$ cat src/rtl/mem_pkg.sv
// rtl/mem_pkg.sv - shared FSM state and funct3 constants for mem_access_ctrl
package mem_pkg;

    typedef enum logic [1:0] {
        IDLE      = 2'd0,
        LOAD_DATA = 2'd1,
        RMW_WRITE = 2'd2
    } mem_state_t;

    localparam logic [2:0] F3_B  = 3'b000;
    localparam logic [2:0] F3_H  = 3'b001;
    localparam logic [2:0] F3_W  = 3'b010;
    localparam logic [2:0] F3_BU = 3'b100;
    localparam logic [2:0] F3_HU = 3'b101;

endpackage

$ cat src/rtl/mem_lane_unit.sv
// rtl/mem_lane_unit.sv - load lane select/extend, store lane merge, misalign/illegal detect
module mem_lane_unit
    import mem_pkg::*;
#(
    parameter int D_WIDTH = 32
) (
    input  logic               we,
    input  logic [2:0]         funct3,
    input  logic [1:0]         addr_lo,
    input  logic [D_WIDTH-1:0] ram_rdata,
    input  logic [D_WIDTH-1:0] wdata,
    output logic [D_WIDTH-1:0] load_data,
    output logic [D_WIDTH-1:0] merged_wdata,
    output logic               err
);

    logic [7:0]  byte_sel;
    logic [15:0] half_sel;
    logic        illegal;
    logic        misaligned;
    logic        unused_wdata_hi;

    assign unused_wdata_hi = ^wdata[D_WIDTH-1:16];

    always_comb begin
        byte_sel = ram_rdata[{addr_lo, 3'b000} +: 8];
        half_sel = ram_rdata[{addr_lo[1], 4'b0000} +: 16];

        if (we) begin
            illegal = !(funct3 == F3_B || funct3 == F3_H || funct3 == F3_W);
        end else begin
            illegal = !(funct3 == F3_B || funct3 == F3_H || funct3 == F3_W ||
                        funct3 == F3_BU || funct3 == F3_HU);
        end

        misaligned = ((funct3 == F3_H || funct3 == F3_HU) && addr_lo[0]) ||
                     ((funct3 == F3_W) && (addr_lo != 2'b00));
        err = illegal || misaligned;

        case (funct3)
            F3_B:    load_data = {{(D_WIDTH-8){byte_sel[7]}}, byte_sel};
            F3_H:    load_data = {{(D_WIDTH-16){half_sel[15]}}, half_sel};
            F3_W:    load_data = ram_rdata;
            F3_BU:   load_data = {{(D_WIDTH-8){1'b0}}, byte_sel};
            F3_HU:   load_data = {{(D_WIDTH-16){1'b0}}, half_sel};
            default: load_data = '0;
        endcase

        // Only SB/SH reach the merge path, so anything not a halfword is a byte
        merged_wdata = ram_rdata;
        if (funct3 == F3_H) begin
            merged_wdata[{addr_lo[1], 4'b0000} +: 16] = wdata[15:0];
        end else begin
            merged_wdata[{addr_lo, 3'b000} +: 8] = wdata[7:0];
        end
    end

endmodule

$ cat src/rtl/mem_access_ctrl.sv
// rtl/mem_access_ctrl.sv - load/store sequencer for a word-wide 1-cycle-latency RAM
// Optional statistics counters enabled by MEM_ACCESS_CTRL_STATS_EN.
module mem_access_ctrl
    import mem_pkg::*;
#(
    parameter int D_WIDTH   = 32,
    parameter int A_WIDTH   = 17,
    parameter int CNT_WIDTH = 32
) (
    input  logic                 clk,
    input  logic                 rst,
    input  logic                 req_valid,
    input  logic                 req_we,
    input  logic [2:0]           req_funct3,
    input  logic [D_WIDTH-1:0]   req_addr,
    input  logic [D_WIDTH-1:0]   req_wdata,
    output logic                 stall_o,
    output logic [D_WIDTH-1:0]   rdata_o,
    output logic                 rdata_valid_o,
    output logic                 err_o,
    output logic [A_WIDTH-3:0]   ram_addr,
    output logic                 ram_we,
    output logic [D_WIDTH-1:0]   ram_wdata,
    input  logic [D_WIDTH-1:0]   ram_rdata,
    output logic [CNT_WIDTH-1:0] load_cnt,
    output logic [CNT_WIDTH-1:0] store_cnt,
    output logic [CNT_WIDTH-1:0] stall_cnt
);

    mem_state_t state_q, state_d;

    logic [D_WIDTH-1:0] load_data;
    logic [D_WIDTH-1:0] merged_wdata;
    logic               lane_err;
    logic               unused_addr_bits;

    assign ram_addr         = req_addr[A_WIDTH-1:2];
    assign unused_addr_bits = ^{req_addr[D_WIDTH-1:A_WIDTH]};

    mem_lane_unit #(.D_WIDTH(D_WIDTH)) u_lane (
        .we           (req_we),
        .funct3       (req_funct3),
        .addr_lo      (req_addr[1:0]),
        .ram_rdata    (ram_rdata),
        .wdata        (req_wdata),
        .load_data    (load_data),
        .merged_wdata (merged_wdata),
        .err          (lane_err)
    );

    always_comb begin
        state_d       = state_q;
        stall_o       = 1'b0;
        rdata_o       = '0;
        rdata_valid_o = 1'b0;
        err_o         = 1'b0;
        ram_we        = 1'b0;
        ram_wdata     = req_wdata;

        case (state_q)
            IDLE: begin
                if (req_valid) begin
                    if (lane_err) begin
                        err_o         = 1'b1;
                        rdata_valid_o = !req_we;
                    end else if (req_we && req_funct3 == F3_W) begin
                        ram_we = 1'b1;
                    end else begin
                        stall_o = 1'b1;
                        state_d = req_we ? RMW_WRITE : LOAD_DATA;
                    end
                end
            end
            LOAD_DATA: begin
                rdata_valid_o = 1'b1;
                rdata_o       = load_data;
                state_d       = IDLE;
            end
            RMW_WRITE: begin
                ram_we    = 1'b1;
                ram_wdata = merged_wdata;
                state_d   = IDLE;
            end
            default: state_d = IDLE;
        endcase

        // Reset squashes any in-flight write or load result immediately
        if (rst) begin
            state_d       = IDLE;
            stall_o       = 1'b0;
            rdata_o       = '0;
            rdata_valid_o = 1'b0;
            err_o         = 1'b0;
            ram_we        = 1'b0;
        end
    end

    always_ff @(posedge clk) begin
        if (rst) begin
            state_q <= IDLE;
        end else begin
            state_q <= state_d;
        end
    end

`ifdef MEM_ACCESS_CTRL_STATS_EN
    logic [CNT_WIDTH-1:0] load_cnt_q, load_cnt_d;
    logic [CNT_WIDTH-1:0] store_cnt_q, store_cnt_d;
    logic [CNT_WIDTH-1:0] stall_cnt_q, stall_cnt_d;

    always_comb begin
        load_cnt_d  = load_cnt_q;
        store_cnt_d = store_cnt_q;
        stall_cnt_d = stall_cnt_q;
        if (rdata_valid_o && !err_o && load_cnt_q != '1) begin
            load_cnt_d = load_cnt_q + 1'b1;
        end
        if (ram_we && store_cnt_q != '1) begin
            store_cnt_d = store_cnt_q + 1'b1;
        end
        if (stall_o && stall_cnt_q != '1) begin
            stall_cnt_d = stall_cnt_q + 1'b1;
        end
    end

    always_ff @(posedge clk) begin
        if (rst) begin
            load_cnt_q  <= '0;
            store_cnt_q <= '0;
            stall_cnt_q <= '0;
        end else begin
            load_cnt_q  <= load_cnt_d;
            store_cnt_q <= store_cnt_d;
            stall_cnt_q <= stall_cnt_d;
        end
    end

    assign load_cnt  = load_cnt_q;
    assign store_cnt = store_cnt_q;
    assign stall_cnt = stall_cnt_q;
`else
    assign load_cnt  = '0;
    assign store_cnt = '0;
    assign stall_cnt = '0;
`endif

endmodule

$ cat config.mk
export PLATFORM = sky130hd
export DESIGN_NAME = mem_access_ctrl
export DESIGN_NICKNAME = d
export VERILOG_FILES = /design/src/rtl/mem_pkg.sv /design/src/rtl/mem_lane_unit.sv /design/src/rtl/mem_access_ctrl.sv
export SDC_FILE = /design/constraint.sdc
export NUM_CORES = 1
export LEC_CHECK = 0
export CORE_AREA = 2 2 108 110
export CTS_BUF_LIST = sky130_fd_sc_hd__clkbuf_8
export DETAILED_ROUTE_END_ITERATION = 6
export DIE_AREA = 0 0 110 112
export HOLD_SLACK_MARGIN = 0.02
export PLACE_DENSITY = 0.71
export SYNTH_ARGS = -nofsm -noshare
export SYNTH_HDL_FRONTEND = slang
export SYNTH_SLANG_ARGS = --single-unit
$ cat constraint.sdc
create_clock -name clk -period 2.25 [get_ports clk]
set_input_delay 0.225 -clock clk [delete_from_list [all_inputs] [get_ports clk]]
set_output_delay 0.225 -clock clk [all_outputs]
set_load 0.05 [all_outputs]
==> results of run 1 <==
==> area by class of cell <==
cell class / count / area [um2]
fill: 1116 / 6260
timing repair buffer: 203 / 2350
multi-input combinational: 329 / 2280
tap: 143 / 179
clock buffer: 3 / 41.3
sequential: 2 / 40.0
inverter: 5 / 18.8
==> report_power, final <==
group / switching [uW] / internal (uW)
registers: 0.936 / 36.5
clock network: 27.8 / 113
logic: 803 / 445
==> kinds of logic after synthesis <==
| logic type | after synthesis |
|---|---|
| compound gates | 119 |
| fa+ha+maj | 4 |
| buf+inv | 141 |
| flops | 2 |
| mux | 10 |
| other cells | 1 |
| simple gates | 99 |
==> routing by layer <==
metal | GRT usage [%] | routed length [um] | part of all wire [%]
met1 | 24.4 | 5050 | 42
met3 | 2.34 | 916 | 7.6
met2 | 32.9 | 5990 | 50
met5 | 0 | 0 | 0
met4 | 2.87 | 127 | 1.1
==> through the flow <==
| step | util, % | instance area [um2] | setup WS, ps | instances |
|---|---|---|---|---|
| floorplan | - | 3140 | -38.0 | 471 |
| global placement | 41.9 | 4680 | -530 | 677 |
| detailed placement | 41.9 | 4680 | -514 | 677 |
| CTS | 43.3 | 4840 | 17.2 | 683 |
| global route | 44.0 | 4910 | -36.4 | 685 |
| finish | 44.0 | 4910 | 6.50 | 685 |
==> final timing paths <==
check	from	to	slack, ps	cells after the start
setup / recovery	req_funct3[2]	ram_wdata[23]	6	7
hold / removal	req_addr[10]	ram_addr[8]	450	0
setup reg to reg	state_q[0]	state_q[1]	1280	3
hold reg to reg	state_q[1]	state_q[1]	720	3
==> Yosys cell counts (2+ instances only) <==
master                     instances  area share (%)
sky130_fd_sc_hd__a211oi_1          8             2.4
sky130_fd_sc_hd__a21oi_1          34             6.7
sky130_fd_sc_hd__a221o_1          17             6.7
sky130_fd_sc_hd__a221oi_1          8             2.8
sky130_fd_sc_hd__a222oi_1          4             1.6
sky130_fd_sc_hd__a22o_1            8             2.8
sky130_fd_sc_hd__a22oi_1           9             2.7
sky130_fd_sc_hd__a31oi_1           3            0.74
sky130_fd_sc_hd__a41oi_1           3             1.0
sky130_fd_sc_hd__and2_1           10             2.5
sky130_fd_sc_hd__buf_2             9             1.8
sky130_fd_sc_hd__buf_4           111              33
sky130_fd_sc_hd__clkbuf_1         15             2.2
sky130_fd_sc_hd__dfxtp_1           2             1.6
sky130_fd_sc_hd__ha_1              4             2.0
sky130_fd_sc_hd__inv_1             4            0.59
sky130_fd_sc_hd__mux2_2            8             3.6
sky130_fd_sc_hd__mux2i_1           2            0.79
sky130_fd_sc_hd__nand2_1          30             4.4
sky130_fd_sc_hd__nand2b_1          3            0.74
sky130_fd_sc_hd__nand3_1          12             2.4
sky130_fd_sc_hd__nor2_1           19             2.8
sky130_fd_sc_hd__nor2b_1          10             2.5
sky130_fd_sc_hd__nor3_1            3            0.59
sky130_fd_sc_hd__nor3b_1           3            0.89
sky130_fd_sc_hd__nor4_1            2            0.49
sky130_fd_sc_hd__o21ai_0           9             1.8
sky130_fd_sc_hd__o21bai_1          2            0.59
sky130_fd_sc_hd__o31ai_1           8             2.4
==> timing repair <==
action,in CTS,in global routing
setup buffers,2,2
gates cloned,1,0
setup endpoints to repair,67,34
pin swaps,8,4
gates resized for setup,24,17
==> cells in the final DEF, fill, tap and decap left out, types with 7 or more instances in the layout <==
cell type / instances
sky130_fd_sc_hd__conb_1: 96
sky130_fd_sc_hd__buf_4: 77
sky130_fd_sc_hd__clkdlybuf4s50_1: 68
sky130_fd_sc_hd__buf_12: 51
sky130_fd_sc_hd__nand2_1: 30
sky130_fd_sc_hd__a21oi_1: 20
sky130_fd_sc_hd__nor2_1: 19
sky130_fd_sc_hd__nand3_1: 12
sky130_fd_sc_hd__nor2b_1: 9
sky130_fd_sc_hd__a21oi_4: 9
sky130_fd_sc_hd__and2_1: 9
sky130_fd_sc_hd__a221o_1: 9
sky130_fd_sc_hd__a22oi_1: 9
sky130_fd_sc_hd__o31ai_4: 8
sky130_fd_sc_hd__a221o_2: 8
sky130_fd_sc_hd__a22o_1: 8
sky130_fd_sc_hd__mux2_2: 8
sky130_fd_sc_hd__o21ai_1: 7
==> metrics.log, run 1 <==
[metrics] delay of the slowest cell on the worst path: 410 ps
[metrics] result of the run: complete, no violations
[metrics] pin count of the biggest net entering global routing: 22
[metrics] count of vias placed by the detailed router: 3205
[metrics] fraction of synthesized area in multiplexers: 4.34%
[metrics] remaining antenna violation count: 0
[metrics] starting utilization of the core area: 22.7%
[metrics] weighted congestion reported at the end of routability-driven placement: 0.842
[metrics] Least-Margin Pin Slew: 522 ps
[metrics] P&R area growth vs syn: 93.6%
[metrics] Post-route DRC: 0
[metrics] basic-gate share of the synthesized area counting and, or, nand and nor cells: 20.1%
[metrics] worst max-slew margin expressed relative to the limit: 65.2%
[metrics] wire length after detailed routing: 12.1 mm
[metrics] Hold/Removal Path Class: in2out
[metrics] required time at the endpoint of the critical path: 2030 ps
[metrics] Post-synth EDFFs: 0
[metrics] Critical Path Slowest Stage Cell: sky130_fd_sc_hd__clkdlybuf4s50_1
[metrics] HPWL Detailed: 9.86 mm
[metrics] Tmin final: 2240 ps
[metrics] vias in the first global route: 3109
[metrics] die outline area: 12300 um2
[metrics] combinational family with the most area after synthesis: buffers and inverters
[metrics] arithmetic-cell share of the synthesized area counting full adders, half adders and majority gates: 1.97%
[metrics] global-route wire length before repair: 17.7 mm
[metrics] gate count after technology mapping: 376
[metrics] compound-gate portion of the synthesized area: 34.2%
[metrics] TritonCTS clock tree: done
[metrics] worst vdd rail ir drop: 0.311 mV
[metrics] flip-flop and latch count after synthesis: 2
[metrics] maximum clock rate: 446 MHz
[metrics] element type at the critical path end: primary output
[metrics] leakage: 0.00203 uW
[metrics] start-to-end type of the worst setup path: in2out
[metrics] total of endpoints with negative setup slack in the final report: 0
[metrics] Max-cap violations: 0
[metrics] number of slew-limit violations in the final report: 0
[metrics] maximum fanout along the worst path: 8
[metrics] Die Y: 112 um
[metrics] registers with the highest flip-flop counts: state_q (2)
[metrics] Clock Skews: 0.799 ps
[metrics] DR iter-0 viols: 213
[metrics] vias per std cell: 4.68
[metrics] proportion of layout cells with a drive suffix above 1: 36.9%
[metrics] clock buffer count from CTS: 3
[metrics] unrepaired setup endpoints after global routing: true
[metrics] antenna violations before repair: 0
[metrics] data arrival time at the worst-slack endpoint: 2020 ps
[metrics] total routing usage reported by global routing: 18.7%
[metrics] combined buffer and inverter count along the critical path: 3
[metrics] nature of the critical path startpoint: primary input
[metrics] maximum clock insertion buffer count: 2
[metrics] mean cell area of the mapped netlist: 6.75 um2
[metrics] Core Area: 11200 um2
[metrics] Top FF cell, synth: sky130_fd_sc_hd__dfxtp_1
[metrics] Total Neg Setup Slack: 0 ps
[metrics] quantity of hold-fixing buffers added after cts: 0
[metrics] number of sinks driven by the clock tree: 2
[metrics] number of H-tree levels: 1
[metrics] wire length per cell after detailed routing: 17.6 um
[metrics] root buffer cell: sky130_fd_sc_hd__clkbuf_8
[metrics] minimum hold slack: 450 ps
[metrics] delay-heaviest family, CP: buffers and inverters
[metrics] number of search-and-repair iterations in the first detailed-routing pass: 4
[metrics] sequential-to-total area share from yosys stat: 1.58%
[metrics] count of warnings emitted by yosys: 0
[metrics] register with the highest flop count: state_q
[metrics] remaining global-route overflow: 0
[metrics] number of distinct standard cells referenced by the synthesized netlist: 45
[metrics] IO Pins: 282
[metrics] Mapped Area: 2540 um2
[metrics] Skew-Pair Late Insertion Delay: 210 ps
[metrics] width of the die: 110 um
[metrics] flip-flop count of the largest register after layout: 2
[metrics] PwrDens: 290 nW/um2
[metrics] number of nets in the layout: 651
[metrics] # port buffers: 140
[metrics] final hold violation count: 0
[metrics] Critical Path, Cell by Cell: clkdlybuf4s50_1 -> or3b_1 -> buf_4 -> nand3_1 -> a21oi_4 -> a221o_2 -> buf_12
[metrics] placement row count: 39
[metrics] share of the synthesized netlist area taken by xor and xnor gates: 0%
[metrics] final critical-path share of the clock period: 99.7%
[metrics] power after layout: 1430 uW
[metrics] antenna diode count: 0
[metrics] async set-reset flop share out of synthesis: 0%
No activity file was read; power rests on OpenSTA's default activity.
==> run 2: changes to the inputs <==
SKIP_LAST_GASP = 1   (was default)
==> metrics.log, run 2 (synthesis gave the netlist of run 1 again) <==
[metrics] power after layout: 1430 uW
[metrics] wire length per cell after detailed routing: 17.6 um
[metrics] minimum hold slack: 450 ps
[metrics] Post-route DRC: 0
[metrics] Critical Path Slowest Stage Cell: sky130_fd_sc_hd__clkdlybuf4s50_1
[metrics] number of search-and-repair iterations in the first detailed-routing pass: 4
[metrics] Clock Skews: 0.950 ps
[metrics] unrepaired setup endpoints after global routing: true
[metrics] antenna violations before repair: 0
[metrics] Placed Area: 4680 um2
[metrics] launch point of the critical path: req_funct3[2]
[metrics] data arrival time at the worst-slack endpoint: 2020 ps
[metrics] register with the highest flop count: state_q
[metrics] IO Pins: 282
[metrics] placement row count: 39
[metrics] maximum clock insertion buffer count: 2
[metrics] DR iter-0 viols: 212
[metrics] Least-Margin Pin Slew: 521 ps
[metrics] vias per std cell: 4.68
[metrics] number of slew-limit violations in the final report: 0
[metrics] most common cell after layout, fill and taps aside: sky130_fd_sc_hd__conb_1
[metrics] leading cell types in the layout, fill and taps excluded: 96 x sky130_fd_sc_hd__conb_1, 77 x sky130_fd_sc_hd__buf_4, 68 x sky130_fd_sc_hd__clkdlybuf4s50_1
[metrics] # port buffers: 140
[metrics] worst hold path depth: 0
[metrics] quantity of hold-fixing buffers added after cts: 0
[metrics] worst max-slew margin expressed relative to the limit: 65.3%
[metrics] wire length after detailed routing: 12.1 mm
[metrics] count of vias placed by the detailed router: 3206
[metrics] Critical Path, Cell by Cell: clkdlybuf4s50_1 -> or3b_1 -> buf_4 -> nand3_1 -> a21oi_4 -> a221o_2 -> buf_12
[metrics] remaining antenna violation count: 0
[metrics] Worst R2R End: state_q[1]
[metrics] final critical-path share of the clock period: 99.7%
[metrics] number of sinks driven by the clock tree: 2
[metrics] Tmin final: 2240 ps
[metrics] fin area: 4910 um2
[metrics] worst reg2reg path startpoint: state_q[0]
[metrics] Die Y: 112 um
[metrics] pin count of the biggest net entering global routing: 22
[metrics] leakage: 0.00203 uW
[metrics] vias in the first global route: 3109
[metrics] total routing usage reported by global routing: 18.7%
[metrics] final hold violation count: 0
[metrics] CP Capture Point: ram_wdata[23]
[metrics] HPWL Detailed: 9.86 mm
[metrics] P&R area growth vs syn: 93.6%
[metrics] Hold/Removal Path Class: in2out
[metrics] remaining global-route overflow: 0
[metrics] Max-cap violations: 0
[metrics] path depth of the worst reg2reg path: 3
[metrics] registers with the highest flip-flop counts: state_q (2)
[metrics] flip-flop count of the largest register after layout: 2
[metrics] Core Area: 11200 um2
[metrics] antenna diode count: 0
[metrics] required time at the endpoint of the critical path: 2030 ps
[metrics] root buffer cell: sky130_fd_sc_hd__clkbuf_8
[metrics] weighted congestion reported at the end of routability-driven placement: 0.842
[metrics] element type at the critical path end: primary output
[metrics] nature of the critical path startpoint: primary input
[metrics] TritonCTS clock tree: done
[metrics] starting utilization of the core area: 22.7%
[metrics] maximum clock rate: 446 MHz
[metrics] setup slack of the most critical reg-to-reg path: 1280 ps
[metrics] number of H-tree levels: 1
[metrics] number of nets in the layout: 651
[metrics] Skew-Pair Late Insertion Delay: 210 ps
[metrics] proportion of layout cells with a drive suffix above 1: 36.9%
[metrics] width of the die: 110 um
[metrics] result of the run: complete, no violations
[metrics] die outline area: 12300 um2
[metrics] start-to-end type of the worst setup path: in2out
[metrics] maximum fanout along the worst path: 8
[metrics] clock buffer count from CTS: 3
[metrics] total of endpoints with negative setup slack in the final report: 0
[metrics] PwrDens: 290 nW/um2
[metrics] global-route wire length before repair: 17.7 mm
[metrics] worst vdd rail ir drop: 0.311 mV
[metrics] delay of the slowest cell on the worst path: 410 ps
[run 2: changes by cell type in the layout (fill, tap and decap cells not counted), sizes merged]
cell / before / now
clkdlybuf4s15: 1 / 0
dlygate4sd2: 3 / 4
[run 2: area by class of cell]
cell class | instances | area [um2]
well taps | 143 | 179
multi-input cells | 329 | 2280
flip-flops and latches | 2 | 40.0
clock buffers | 3 | 41.3
fillers | 1115 | 6260
inverters | 5 | 18.8
repair buffers | 203 | 2350
[run 2: power by group]
| part | switching (uW) | internal, uW |
|---|---|---|
| logic | 804 | 445 |
| clock network | 28.0 | 113 |
| registers | 0.936 | 36.5 |
| total | 833 | 594 |
[run 2: repair_timing]
action	4_1_cts	5_1_grt
gates resized for setup	24	15
cloned	1	0
endpoints found under the setup margin	67	34
setup buffers	2	2
pin swaps	8	4
endpoints found under the hold margin	0	0
[run 2: worst min-delay path by stage]
stage,from,endpoint
global placement,req_addr[2],ram_addr[0]
floorplan,req_we,state_q[0]
detailed placement,req_addr[2],ram_addr[0]
global route,req_addr[16],ram_addr[14]
finish,req_addr[10],ram_addr[8]
CTS,req_addr[2],ram_addr[0]
[run 2: through the flow]
| step | TNS [ps] | setup slack [ps] | util, % | instances |
|---|---|---|---|---|
| 6_report | 0 | 6.78 | 44.0 | 685 |
| 4_1_cts | 0 | 17.2 | 43.3 | 683 |
| 2_1_floorplan | -331 | -38.0 | - | 471 |
| 5_1_grt | -349 | -58.2 | 44.0 | 685 |
| 3_3_place_gp | -13340 | -530 | 41.9 | 677 |
| 3_5_place_dp | -14250 | -514 | 41.9 | 677 |
[run 2: routing by layer]
metal / routed length, um / global-route usage [%] / vias up
li1: - / - / 1502
met5: 0 / 0 / -
met3: 893 / 2.34 / 8
met2: 5990 / 32.9 / 183
met1: 5060 / 24.4 / 1513
met4: 127 / 2.87 / 0
[run 2: worst max-delay path, delay by kind of cell]
family / cells / cell delay [ps]
and+or+nand+nor: 2 / 520
buffers and inverters: 3 / 730
AOI/OAI and AO/OA: 2 / 540
